## src/rtl/buffer_wr_arbiter_if.sv

```systemverilog
// Frame-buffer write-port bundle: camera stream, CPU handshake, clear control
// and the arbitrated write port toward the buffer.
interface buffer_wr_arbiter_if #(
    parameter int AW = 15,
    parameter int DW = 8
);
    logic          cam_valid;
    logic [AW-1:0] cam_addr;
    logic [DW-1:0] cam_data;
    logic          cpu_req;
    logic [AW-1:0] cpu_addr;
    logic [DW-1:0] cpu_data;
    logic          cpu_ack;
    logic          clr_start;
    logic [DW-1:0] clr_color;
    logic          clr_busy;
    logic          clr_done;
    logic [AW-1:0] mem_addr;
    logic [DW-1:0] mem_data;
    logic          mem_we;

    modport master (
        output cam_valid, cam_addr, cam_data,
        output cpu_req, cpu_addr, cpu_data,
        output clr_start, clr_color,
        input  cpu_ack, clr_busy, clr_done,
        input  mem_addr, mem_data, mem_we
    );

    modport slave (
        input  cam_valid, cam_addr, cam_data,
        input  cpu_req, cpu_addr, cpu_data,
        input  clr_start, clr_color,
        output cpu_ack, clr_busy, clr_done,
        output mem_addr, mem_data, mem_we
    );
endinterface

```

## src/rtl/buffer_wr_arbiter.sv

```systemverilog
// Fixed-priority write-port arbiter for the frame buffer: camera > clear engine > CPU.
// All outputs registered; a grant in cycle t appears on the write port in cycle t+1.
module buffer_wr_arbiter #(
    parameter int AW = 15,
    parameter int DW = 8
) (
    input  logic                  clk,
    input  logic                  rst,
    buffer_wr_arbiter_if.slave    bus
);
    typedef enum logic [0:0] {
        ST_IDLE  = 1'b0,
        ST_CLEAR = 1'b1
    } state_t;

    localparam logic [AW-1:0] CADDR_LAST = {AW{1'b1}};
    localparam logic [AW-1:0] CADDR_ONE  = {{(AW-1){1'b0}}, 1'b1};

    state_t        state_q, state_d;
    logic [AW-1:0] caddr_q, caddr_d;
    logic [DW-1:0] color_q, color_d;
    logic          mem_we_q, mem_we_d;
    logic [AW-1:0] mem_addr_q, mem_addr_d;
    logic [DW-1:0] mem_data_q, mem_data_d;
    logic          cpu_ack_q, cpu_ack_d;
    logic          clr_busy_q, clr_busy_d;
    logic          clr_done_q, clr_done_d;

    logic          gnt_cam_s, gnt_clr_s, gnt_cpu_s;

    // Per-cycle grant; the ack exclusion stops a second write while the CPU drops its request
    always_comb begin
        gnt_cam_s = bus.cam_valid;
        gnt_clr_s = !bus.cam_valid && (state_q == ST_CLEAR);
        gnt_cpu_s = !bus.cam_valid && (state_q == ST_IDLE) && bus.cpu_req && !cpu_ack_q;
    end

    // Next-state, clear counter and write-port values
    always_comb begin
        state_d    = state_q;
        caddr_d    = caddr_q;
        color_d    = color_q;
        clr_done_d = 1'b0;
        mem_addr_d = mem_addr_q;
        mem_data_d = mem_data_q;
        mem_we_d   = gnt_cam_s | gnt_clr_s | gnt_cpu_s;
        cpu_ack_d  = gnt_cpu_s;

        case (state_q)
            ST_IDLE: begin
                if (bus.clr_start) begin
                    state_d = ST_CLEAR;
                    caddr_d = {AW{1'b0}};
                    color_d = bus.clr_color;
                end else begin
                    state_d = ST_IDLE;
                end
            end
            ST_CLEAR: begin
                if (gnt_clr_s) begin
                    caddr_d = caddr_q + CADDR_ONE;
                    if (caddr_q == CADDR_LAST) begin
                        state_d    = ST_IDLE;
                        clr_done_d = 1'b1;
                    end else begin
                        state_d = ST_CLEAR;
                    end
                end else begin
                    caddr_d = caddr_q;
                end
            end
            default: begin
                state_d = ST_IDLE;
                caddr_d = {AW{1'b0}};
            end
        endcase

        if (gnt_cam_s) begin
            mem_addr_d = bus.cam_addr;
            mem_data_d = bus.cam_data;
        end else if (gnt_clr_s) begin
            mem_addr_d = caddr_q;
            mem_data_d = color_q;
        end else if (gnt_cpu_s) begin
            mem_addr_d = bus.cpu_addr;
            mem_data_d = bus.cpu_data;
        end else begin
            mem_addr_d = mem_addr_q;
            mem_data_d = mem_data_q;
        end

        clr_busy_d = (state_d == ST_CLEAR);
    end

    // State and output registers with synchronous active-low reset
    always_ff @(posedge clk) begin
        if (!rst) begin
            state_q    <= ST_IDLE;
            caddr_q    <= {AW{1'b0}};
            color_q    <= {DW{1'b0}};
            mem_we_q   <= 1'b0;
            mem_addr_q <= {AW{1'b0}};
            mem_data_q <= {DW{1'b0}};
            cpu_ack_q  <= 1'b0;
            clr_busy_q <= 1'b0;
            clr_done_q <= 1'b0;
        end else begin
            state_q    <= state_d;
            caddr_q    <= caddr_d;
            color_q    <= color_d;
            mem_we_q   <= mem_we_d;
            mem_addr_q <= mem_addr_d;
            mem_data_q <= mem_data_d;
            cpu_ack_q  <= cpu_ack_d;
            clr_busy_q <= clr_busy_d;
            clr_done_q <= clr_done_d;
        end
    end

    assign bus.mem_we   = mem_we_q;
    assign bus.mem_addr = mem_addr_q;
    assign bus.mem_data = mem_data_q;
    assign bus.cpu_ack  = cpu_ack_q;
    assign bus.clr_busy = clr_busy_q;
    assign bus.clr_done = clr_done_q;
endmodule

```

## src/flat_wrapper.sv

```systemverilog
// flat-port wrapper written by rule: the top's interface ports become plain ports
module buffer_wr_arbiter_flat 
#(
    parameter int AW = 15,
    parameter int DW = 8
)
  (clk, rst, bus_cam_valid, bus_cam_addr, bus_cam_data, bus_cpu_req, bus_cpu_addr, bus_cpu_data, bus_clr_start, bus_clr_color, bus_cpu_ack, bus_clr_busy, bus_clr_done, bus_mem_addr, bus_mem_data, bus_mem_we);
  buffer_wr_arbiter_if #(.AW(AW), .DW(DW)) bus_i ();
  input  logic clk;
  input  logic rst;
  input wire logic [$bits(bus_i.cam_valid)-1:0] bus_cam_valid;
  input wire logic [$bits(bus_i.cam_addr)-1:0] bus_cam_addr;
  input wire logic [$bits(bus_i.cam_data)-1:0] bus_cam_data;
  input wire logic [$bits(bus_i.cpu_req)-1:0] bus_cpu_req;
  input wire logic [$bits(bus_i.cpu_addr)-1:0] bus_cpu_addr;
  input wire logic [$bits(bus_i.cpu_data)-1:0] bus_cpu_data;
  input wire logic [$bits(bus_i.clr_start)-1:0] bus_clr_start;
  input wire logic [$bits(bus_i.clr_color)-1:0] bus_clr_color;
  output wire logic [$bits(bus_i.cpu_ack)-1:0] bus_cpu_ack;
  output wire logic [$bits(bus_i.clr_busy)-1:0] bus_clr_busy;
  output wire logic [$bits(bus_i.clr_done)-1:0] bus_clr_done;
  output wire logic [$bits(bus_i.mem_addr)-1:0] bus_mem_addr;
  output wire logic [$bits(bus_i.mem_data)-1:0] bus_mem_data;
  output wire logic [$bits(bus_i.mem_we)-1:0] bus_mem_we;
  assign bus_i.cam_valid = bus_cam_valid;
  assign bus_i.cam_addr = bus_cam_addr;
  assign bus_i.cam_data = bus_cam_data;
  assign bus_i.cpu_req = bus_cpu_req;
  assign bus_i.cpu_addr = bus_cpu_addr;
  assign bus_i.cpu_data = bus_cpu_data;
  assign bus_i.clr_start = bus_clr_start;
  assign bus_i.clr_color = bus_clr_color;
  assign bus_cpu_ack = bus_i.cpu_ack;
  assign bus_clr_busy = bus_i.clr_busy;
  assign bus_clr_done = bus_i.clr_done;
  assign bus_mem_addr = bus_i.mem_addr;
  assign bus_mem_data = bus_i.mem_data;
  assign bus_mem_we = bus_i.mem_we;
  buffer_wr_arbiter #(.AW(AW), .DW(DW)) u_core (.clk(clk), .rst(rst), .bus(bus_i));
endmodule
```

## config.mk

```make
export PLATFORM = sky130hd
export DESIGN_NAME = buffer_wr_arbiter_flat
export DESIGN_NICKNAME = d
export VERILOG_FILES = /design/src/rtl/buffer_wr_arbiter_if.sv /design/src/rtl/buffer_wr_arbiter.sv /design/src/flat_wrapper.sv
export SDC_FILE = /design/constraint.sdc
export NUM_CORES = 1
export LEC_CHECK = 0
export CORE_MARGIN = 4
export CORE_UTILIZATION = 40
export DETAILED_ROUTE_END_ITERATION = 7
export GPL_TIMING_DRIVEN = 0
export PLACE_DENSITY = 0.75
export SYNTH_ARGS = -nofsm -noshare
export SYNTH_HDL_FRONTEND = slang
export SYNTH_SLANG_ARGS = --single-unit
```

## constraint.sdc

```tcl
create_clock -name clk -period 1.8 [get_ports clk]
set_clock_uncertainty 0.2 [all_clocks]
set_input_delay 0.36 -clock clk [delete_from_list [all_inputs] [get_ports clk]]
set_output_delay 0.36 -clock clk [all_outputs]
set_load 0.05 [all_outputs]
```

==> impl_metrics.ini <==
[outcome]
status = finished clean

[routing]
post_drt_wl_per_cell_um = 15.7
drt_iter0_markers = 92
drc = 0
first_pass_iters = 4
vias = 2351
vias_per_cell = 5.26
drtAntennaViolNets = 0
drt_wl_total_um = 7010

[timing]
worst_pin_slew_ns = 0.519
finalHoldViolations = 0
final-setup-viol-count = 0
max_slew_margin_pct = 65.5
final_max_slew_viol_count = 0
fin_crit_sh_pct = 98.1
hold_ws_ns = 0.271
fmax_ghz = 0.566
period_needed_ns = 1.77
grt_setup_unrepaired = yes

[worst_setup_path]
critPathLaunchType = flip-flop
critical_path_class = flip-flop to flip-flop
crit_path_end_kind = flip-flop
crit_fanout = 6
cp_data_required_time_ns = 1.79
arrival_ns = 1.76

[global_route]
antenna_found_initial = 0
grt_use_total_pct = 18.8
grt_pass1_vias = 2199
grt_max_degree = 15
globalRouteOverflowTotal = 0
grt_pass1_wl_um = 11000

[layout]
fillers = 516
syn2layout_area_growth_pct = 49.0
nets = 435
fin_area_um2 = 3580
finalNonFillerCells = 447
n_antenna_cell = 0
drive_gt1_share_pct = 13.6

[cts]
clk_latency_ns = 0.30
hold_buffers = 0
clockRootBuffer = clkbuf_8
cts_made_buffers = 5
clk_path_buf_depth = 2
h-tree-depth = 2
cts.clk_slew.worst_paths_ns = 0.08
clock-sinks = 50
cts_tree = built

[synthesis]
synth_top_area_share_pct = 41.6
postSynthCellCount = 279
syn-num-nets = 339
synthFlopType = dfxtp_1
avgSynthCellArea_um2 = 8.62
synth.top_cells.by_area = dfxtp_1 (42%), mux2i_1 (11%), a22o_1 (8.4%)
yosysWarningCount = 0
ys_seq_area_share_pct = 41.6
synth_edf_count = 0
synth_common_cells = dfxtp_1 (50), nand2_1 (50), o21ai_0 (32)
netlist_area_um2 = 2400
synth_cell_types = 37
synth.largest_area_cell = dfxtp_1
async_flop_share_pct = 0
synth_seq_cells = 50

[power]
ir_drop_v = 0.000481
swShare_pct = 30.0
seqPwrFrac_pct = 49.6
combPwrFrac_pct = 24.3
intPower_uw = 1680
power.total_uw = 2400
power.density_nw_per_um2 = 670
p_sw_uw = 719
leakage_uw = 0.00150
pwr-share-clk_pct = 26.1

[flow_run]
cap_violations = 0

[floorplanning]
initial_core_util_pct = 42.4
core_area_um2 = 5680
die_x_um = 85.5
row_count = 27
pin_count = 86
fp.dieH_um = 85.5
die-area_um2 = 7320

[placement]
placed_cell_area_um2 = 3350
dp.cells = 436
routabilityCongestion = 0.827
io_buffers = 85
dp.final_hpwl_um = 5230

[worst_hold_path]
min_path_type = flip-flop to flip-flop
==> registers in the layout, summed over array words and instances, names as in the netlist <==
name / count
u_core.bus.mem_addr: 15
u_core.bus.cpu_ack: 1
u_core.bus.mem_we: 1
u_core.bus.clr_done: 1
u_core.bus.mem_data: 8
u_core.caddr_q: 15
u_core.bus.clr_busy: 1
u_core.color_q: 8
==> power groups by stage <==
stage	sequential [uW]	clock (uW)	combinational [uW]
after CTS	1190	637	577
after global placement	1210	0	594
after detailed placement	1220	0	598
after floorplan	1360	0	188
after global routing	1200	677	623
final	1190	627	583
==> logic make-up (layout without fill, tap and decap cells) <==
group / Yosys count / in the layout / synth area share [%]
compound gates: 75 / 75 / 21.4
mux: 27 / 27 / 11.2
simple gates: 104 / 104 / 21.3
fa+ha+maj: 1 / 1 / 0.520
buf+inv: 22 / 118 / 3.90
flops: 50 / 50 / 41.6
==> path summary, 6_finish.rpt <==
kind / start / to / slack [ns] / cells past startpoint
max: u_core.caddr_q[0]$_SDFFE_PN0P_ / u_core.caddr_q[10]$_SDFFE_PN0P_ / 0.03 / 6
min: u_core.color_q[6]$_SDFFE_PN0P_ / u_core.color_q[6]$_SDFFE_PN0P_ / 0.27 / 2
max reg2reg: u_core.caddr_q[0]$_SDFFE_PN0P_ / u_core.caddr_q[10]$_SDFFE_PN0P_ / 0.03 / 6
min reg2reg: u_core.color_q[6]$_SDFFE_PN0P_ / u_core.color_q[6]$_SDFFE_PN0P_ / 0.27 / 2
==> layer usage <==
metal	up-vias	GRT usage [%]	wire length (um)
li1	1198	-	-
met1	1077	26.3	3350
met2	68	29.7	3240
met3	8	3.17	340
met4	0	5.61	77
met5	-	0	0
==> through the flow <==
step / util (%) / setup TNS (ns) / worst slack [ns]
4_1_cts: 61.3 / 0 / 0.000849
5_1_grt: 63.1 / -0.120 / -0.0436
3_5_place_dp: 59.0 / -21.59 / -0.569
3_3_place_gp: 59.0 / -20.94 / -0.574
2_1_floorplan: - / 0 / 0.0178
6_report: 63.1 / 0 / 0.0339
==> area by class of cell <==
cell class / count / area [um2] / area share [%]
well taps: 72 / 90.1 / 2.51
plain buffers: 19 / 116 / 3.25
multi-input cells: 207 / 1410 / 39.4
flip-flops and latches: 50 / 1020 / 28.5
inverters: 2 / 7.51 / 0.210
clock buffers: 6 / 72.6 / 2.03
clock inverters: 1 / 7.51 / 0.210
repair buffers: 90 / 857 / 23.9
==> placed cells by master (no fill, tap or decap), types with 4 or more instances in the layout <==
cell type and count:
nand3_1 6, buf_4 6, clkdlybuf4s50_1 56, o21ai_0 30, nand2b_1 5, mux2i_1 27
dlygate4sd2_1 27, a21boi_0 9, nor2_1 6, clkbuf_2 4, nand2_1 49, buf_2 5
a22o_1 23, dfxtp_1 41, clkbuf_1 6, clkbuf_8 5, dfxtp_2 6, nor2b_1 5
nand4_1 6
==> what timing repair did <==
action / 4_1_cts / 5_1_grt
resized for setup: 53 / 25
pin swaps: 1 / 3
buffers inserted: 1 / 4
endpoints found under the setup margin: 69 / 16
==> worst max-delay path, cell delays in order (launching register included) <==
cell and delay (ns):
dfxtp_4 0.40, ha_4 0.16, nand4_1 0.19, buf_4 0.20, o31a_2 0.34, o21ai_2 0.10
a21boi_1 0.07
No activity file was read; power rests on OpenSTA's default activity.
==> patch 1, RTL diff (config.mk and constraints unchanged) <==
`AW` is set to 15 in 3 places; all go to 14.
--- a/src/rtl/buffer_wr_arbiter_if.sv
+++ b/src/rtl/buffer_wr_arbiter_if.sv
@@ -1,7 +1,7 @@
 // Frame-buffer write-port bundle: camera stream, CPU handshake, clear control
 // and the arbitrated write port toward the buffer.
 interface buffer_wr_arbiter_if #(
-    parameter int AW = 15,
+    parameter int AW = 14,
     parameter int DW = 8
 );
     logic          cam_valid;
--- a/src/rtl/buffer_wr_arbiter.sv
+++ b/src/rtl/buffer_wr_arbiter.sv
@@ -1,7 +1,7 @@
 // Fixed-priority write-port arbiter for the frame buffer: camera > clear engine > CPU.
 // All outputs registered; a grant in cycle t appears on the write port in cycle t+1.
 module buffer_wr_arbiter #(
-    parameter int AW = 15,
+    parameter int AW = 14,
     parameter int DW = 8
 ) (
     input  logic                  clk,
--- a/src/flat_wrapper.sv
+++ b/src/flat_wrapper.sv
@@ -1,7 +1,7 @@
 // flat-port wrapper written by rule: the top's interface ports become plain ports
 module buffer_wr_arbiter_flat 
 #(
-    parameter int AW = 15,
+    parameter int AW = 14,
     parameter int DW = 8
 )
   (clk, rst, bus_cam_valid, bus_cam_addr, bus_cam_data, bus_cpu_req, bus_cpu_addr, bus_cpu_data, bus_clr_start, bus_clr_color, bus_cpu_ack, bus_clr_busy, bus_clr_done, bus_mem_addr, bus_mem_data, bus_mem_we);
Interface: changed (resized bus_cam_addr, bus_cpu_addr and bus_mem_addr); port bits go from 86 to 83. The function was not compared with the original's and may differ.
==> patch 1 against the unedited design <==
Count of clock-buffer cells in the layout grew 2. Cell area shrank 7.4%. Setup slack improved by 0.0092 ns. Sequential cell count decreased by 2. Hold slack got worse by 0.0099 ns. Cell count decreased by 5.8%. Highest routed layer unchanged. Routed wire length is 4.0% lower. Power decreased by 1.6%. Area after synthesis decreased by 5.4%.
==> patch 1: results (changes against the unedited design) <==
Worst setup startpoint -> u_core.bus.mem_data[5]
first-pass GRT wire length -> 10,800 um (-1.8%)
vias in the first global route -> 2,172 (-1.2%)
GRT Overall Usage -> 0.189 (+0.000771)
Synth top cells by count -> 48 x dfxtp_1, 44 x nand2_1, 25 x mux2i_1
Avg WL per Cell -> 16.0 um (+1.9%)
worst slack at placement -> -0.410 ns (+0.158 ns)
P_leak -> 1.37 nW (-9.0%)
FMAX -> 0.569 GHz (+0.53%)
final wirelength -> 6720 um (-4.0%)
status -> finished clean
Syn Inst Count -> 258 (-7.5%)
synth top area cells -> dfxtp_1 42%, mux2i_1 11%, a22o_1 8.5%, nand2_1 7.3%, o21ai_0 5.1%
fraction of layout cells with a size suffix above 1 -> 0.0946 (-0.0414)
Area after DPL -> 0.00319 mm2 (-4.8%)
r2r setup slk -> 0.06 ns (+0.03 ns)
Adder-Cell Fraction of Synth Area -> 0.00550 (+0.000295)
worst reg2reg path endpoint -> u_core.caddr_q[8]
cells resized by post-CTS repair -> 33 (-38%)
CP endpoint -> bus_mem_data[5]
# Post-CTS Setup Buffers -> 0 (-1)
Crit Path Max Fanout -> 2 (-4)
HPWL Detailed -> 5080 um (-2.8%)
Total Power -> 2.36 mW (-1.6%)
post-synthesis mux area share -> 0.110 (-0.00243)
top cell type's share of synthesized area -> 0.422 (+0.00598)
worst-margin pin slew -> 0.545 ns (+0.0260 ns)
DRT iter0 DRCs -> 86 (-6.5%)
Placed Instances -> 412 (-5.5%)
Ant. Diodes -> 0 (unchanged)
largest net degree at the start of global routing -> 14 (-1)
Slowest-stage cell, CP -> dlygate4sd2_1
sequential fraction of design power -> 0.484 (-0.012)
complex-gate fraction of the synthesized area -> 0.216 (+0.00166)
Initial DRT Pass Iterations -> 5 (+1)
drt via density -> 5.37 (+2.1%)
switching part of the total power -> 0.294 (-0.00571)
Hold Path End -> u_core.color_q[4]
sequential element share of the synthesized area -> 0.422 (+0.00598)
Arr. time, crit path -> 1.20 ns (-0.56 ns)
# port buffers -> 82 (-3.5%)
Hold Startpoint -> u_core.color_q[4]
Reg2Reg Depth -> 4 (-2)
final hold slack -> 0.261 ns (-0.00993 ns)
CP peak stage delay -> 0.55 ns (+0.15 ns)
Final GP Congestion -> 0.828 (+0.13%)
[patch 1: changes by cell type after synthesis, sizes merged, moves of 3 or more]
cell,unedited run,this run
a21oi,2,17
nor2,8,3
o21ai,32,23
a21boi,12,0
nor2b,5,1
and2,3,0
nand2,50,44
[patch 1: cell type report]
| class | instances | area [um2] | share of cell area |
|---|---|---|---|
| sequential | 48 | 970 | 0.292 |
| multi-input combinational | 187 | 1260 | 0.379 |
| buffer | 20 | 106 | 0.0321 |
| timing repair buffer | 83 | 791 | 0.238 |
| inverter | 3 | 11.3 | 0.00339 |
| tap | 72 | 90.1 | 0.0272 |
| clock buffer | 8 | 90.1 | 0.0272 |
[patch 1: per-layer routing]
layer | global-route usage | vias to the layer above | wire [um]
li1 | - | 1130 | -
met1 | 0.253 | 1065 | 3170
met2 | 0.309 | 56 | 3150
met3 | 0.0407 | 9 | 313
met4 | 0.0482 | 0 | 97
met5 | 0 | - | 0
==> patch 2, RTL diff (same settings) <==
Without the edit above. Make the reset (`rst`) asynchronous in one clocked block. Comments in the files are not updated.
--- a/src/rtl/buffer_wr_arbiter.sv
+++ b/src/rtl/buffer_wr_arbiter.sv
@@ -93,7 +93,7 @@
     end
 
     // State and output registers with synchronous active-low reset
-    always_ff @(posedge clk) begin
+    always_ff @(posedge clk or negedge rst) begin
         if (!rst) begin
             state_q    <= ST_IDLE;
             caddr_q    <= {AW{1'b0}};
Behaviour: differs if rst is asserted again (counterexample within 4 cycles, from zero or initial values and one cycle with rst low); with rst held inactive, the same outputs for 10 cycles.
==> patch 2 against the unedited design <==
Die area grew 2.3%. Global-route usage shrank 1.3 points. First-iteration DRC count shrank 17%. Power grew 6.9%. Largest power group unchanged. Routed wire length shrank 8.3%. Critical path type unchanged. Cell area grew 0.14%. Area after synthesis grew 2.5%. Largest cell class is now registers. Setup slack lost 0.0088 ns. Sequential power grew 9%. Sequential cell count is the same.
==> patch 2: results (changes against the unedited design) <==
largest net degree at the start of global routing -> 31 (+16)
first-pass GRT wire length -> 10,300 um (-6.4%)
Syn Inst Count -> 252 (-9.7%)
peak supply drop -> 420 uV (-13%)
Avg WL per Cell -> 15.0 um (-4.2%)
Filler Cell Count -> 517 (+0.19%)
Slowest-stage cell, CP -> dfrtp_1
worst reg2reg path endpoint -> u_core.caddr_q[12]
Relative slew margins -> 0.664 (+0.00917)
final wirelength -> 6430 um (-8.3%)
FFs w/ async S/R, synth -> 1.00 (+1.00)
met3 wire len -> 252 um (-26%)
status -> finished clean
Final GP Congestion -> 0.842 (+1.9%)
via count -> 2,168 (-7.8%)
GRT Overall Usage -> 0.175 (-0.0128)
fraction of layout cells with a size suffix above 1 -> 0.108 (-0.0284)
Synth top cells by count -> 50 x dfrtp_1, 31 x nand2_1, 26 x nor2_1
synth top area cells -> dfrtp_1 51%, mux2i_1 9.7%, a21oi_1 5.1%, o21ai_1 5.1%, nand2_1 4.7%
CP peak stage delay -> 0.39 ns
DRT iter0 DRCs -> 76 (-17%)
WL met2 -> 3280 um (+1.3%)
Clock Path Buffers -> 2 (unchanged)
Area after DPL -> 0.00343 mm2 (+2.3%)
Netlist cell types -> 31 (-16%)
P_leak -> 1.72 nW (+15%)
Net Count, Synth -> 312 (-8.0%)
Placed Instances -> 413 (-5.3%)
M1 WL -> 2790 um (-17%)
sequential element share of the synthesized area -> 0.508 (+0.0914)
launching point of the worst reg2reg path -> u_core.caddr_q[1]
TritonCTS buffer count -> 5 (unchanged)
clk slew on worst S/H paths -> 0.09 ns
vias in the first global route -> 2,121 (-3.5%)
HPWL Detailed -> 5080 um (-2.8%)
Reg2Reg Depth -> 5 (-1)
[patch 2: changes by cell type after synthesis, sizes merged, moves of 8 or more]
cell    delta
mux2       +8
a22o      -22
nor2      +18
dfrtp     +50
nand2     -19
a21oi     +23
dfxtp     -50
a21boi    -12
[patch 2: worst min path at each step]
stage / startpoint / end / slack (ns) / cells after the start
3_5_place_dp: rst / u_core.color_q[1] / 0.15 / 1
2_1_floorplan: rst / u_core.bus.clr_done / -0.14 / 0
5_1_grt: u_core.color_q[3] / u_core.color_q[3] / 0.31 / 1
4_1_cts: u_core.bus.mem_addr[3] / u_core.bus.mem_addr[3] / 0.29 / 2
3_3_place_gp: u_core.bus.mem_addr[2] / u_core.bus.mem_addr[2] / 0.26 / 2
6_report: u_core.bus.mem_addr[3] / u_core.bus.mem_addr[3] / 0.28 / 2
[patch 2: cell type report]
type | count | share of cell area
Buffer | 16 | 0.0262
Sequential cell | 50 | 0.349
Clock buffer | 8 | 0.0223
Tap cell | 75 | 0.0262
Multi-Input combinational cell | 182 | 0.323
Timing Repair Buffer | 94 | 0.250
Inverter | 3 | 0.00314
[patch 2: per-layer routing]
layer	vias up	GRT usage
met2	44	0.302
met5	-	0
met3	7	0.0190
li1	1096	-
met1	1021	0.229
met4	0	0.0609
[patch 2: report_power, final]
part / switching (mW) / internal (mW) / leakage [nW]
combinational: 0.360 / 0.282 / 1.05
sequential: 0.0749 / 1.23 / 0.637
clock: 0.343 / 0.277 / 0.0395
total: 0.778 / 1.79 / 1.72
[patch 2: worst reg2reg max path, stage by stage, from the launching register on]
cell,delay (ns)
dfrtp_1,0.39
ha_2,0.20
and3_4,0.21
nand4_4,0.17
o311ai_2,0.34
o41ai_2,0.13
[patch 2: kinds of logic (layout without fill, tap and decap cells)]
family / count (synthesis) / count (layout) / share of synthesized area
AOI/OAI and AO/OA: 72 / 72 / 0.165
adders and majority gates: 1 / 1 / 0.00508
buffers and inverters: 20 / 121 / 0.0381
DFF: 50 / 50 / 0.508
muxes: 32 / 32 / 0.134
and+or+nand+nor: 77 / 77 / 0.150
[patch 2: timing repair]
action,4_1_cts,5_1_grt
resized for setup,33,16
pin swaps,1,1
buffers inserted,4,3
hold buffers,1,0
setup endpoints to repair,53,35
hold endpoints to repair,20,0
[patch 2: per-stage QoR]
| step | TNS, ns | setup WS (ns) | util | power, mW | hold WS, ns |
|---|---|---|---|---|---|
| after floorplan | 0 | 0.00492 | - | 1.65 | -0.136 |
| after global placement | -74.09 | -1.41 | 0.573 | 1.95 | 0.263 |
| after detailed placement | -13.10 | -0.476 | 0.575 | 1.97 | 0.152 |
| after CTS | 0 | 0.0212 | 0.593 | 2.54 | 0.286 |
| after global routing | -0.0819 | -0.0433 | 0.602 | 2.67 | 0.309 |
| final | 0 | 0.0251 | 0.602 | 2.56 | 0.275 |
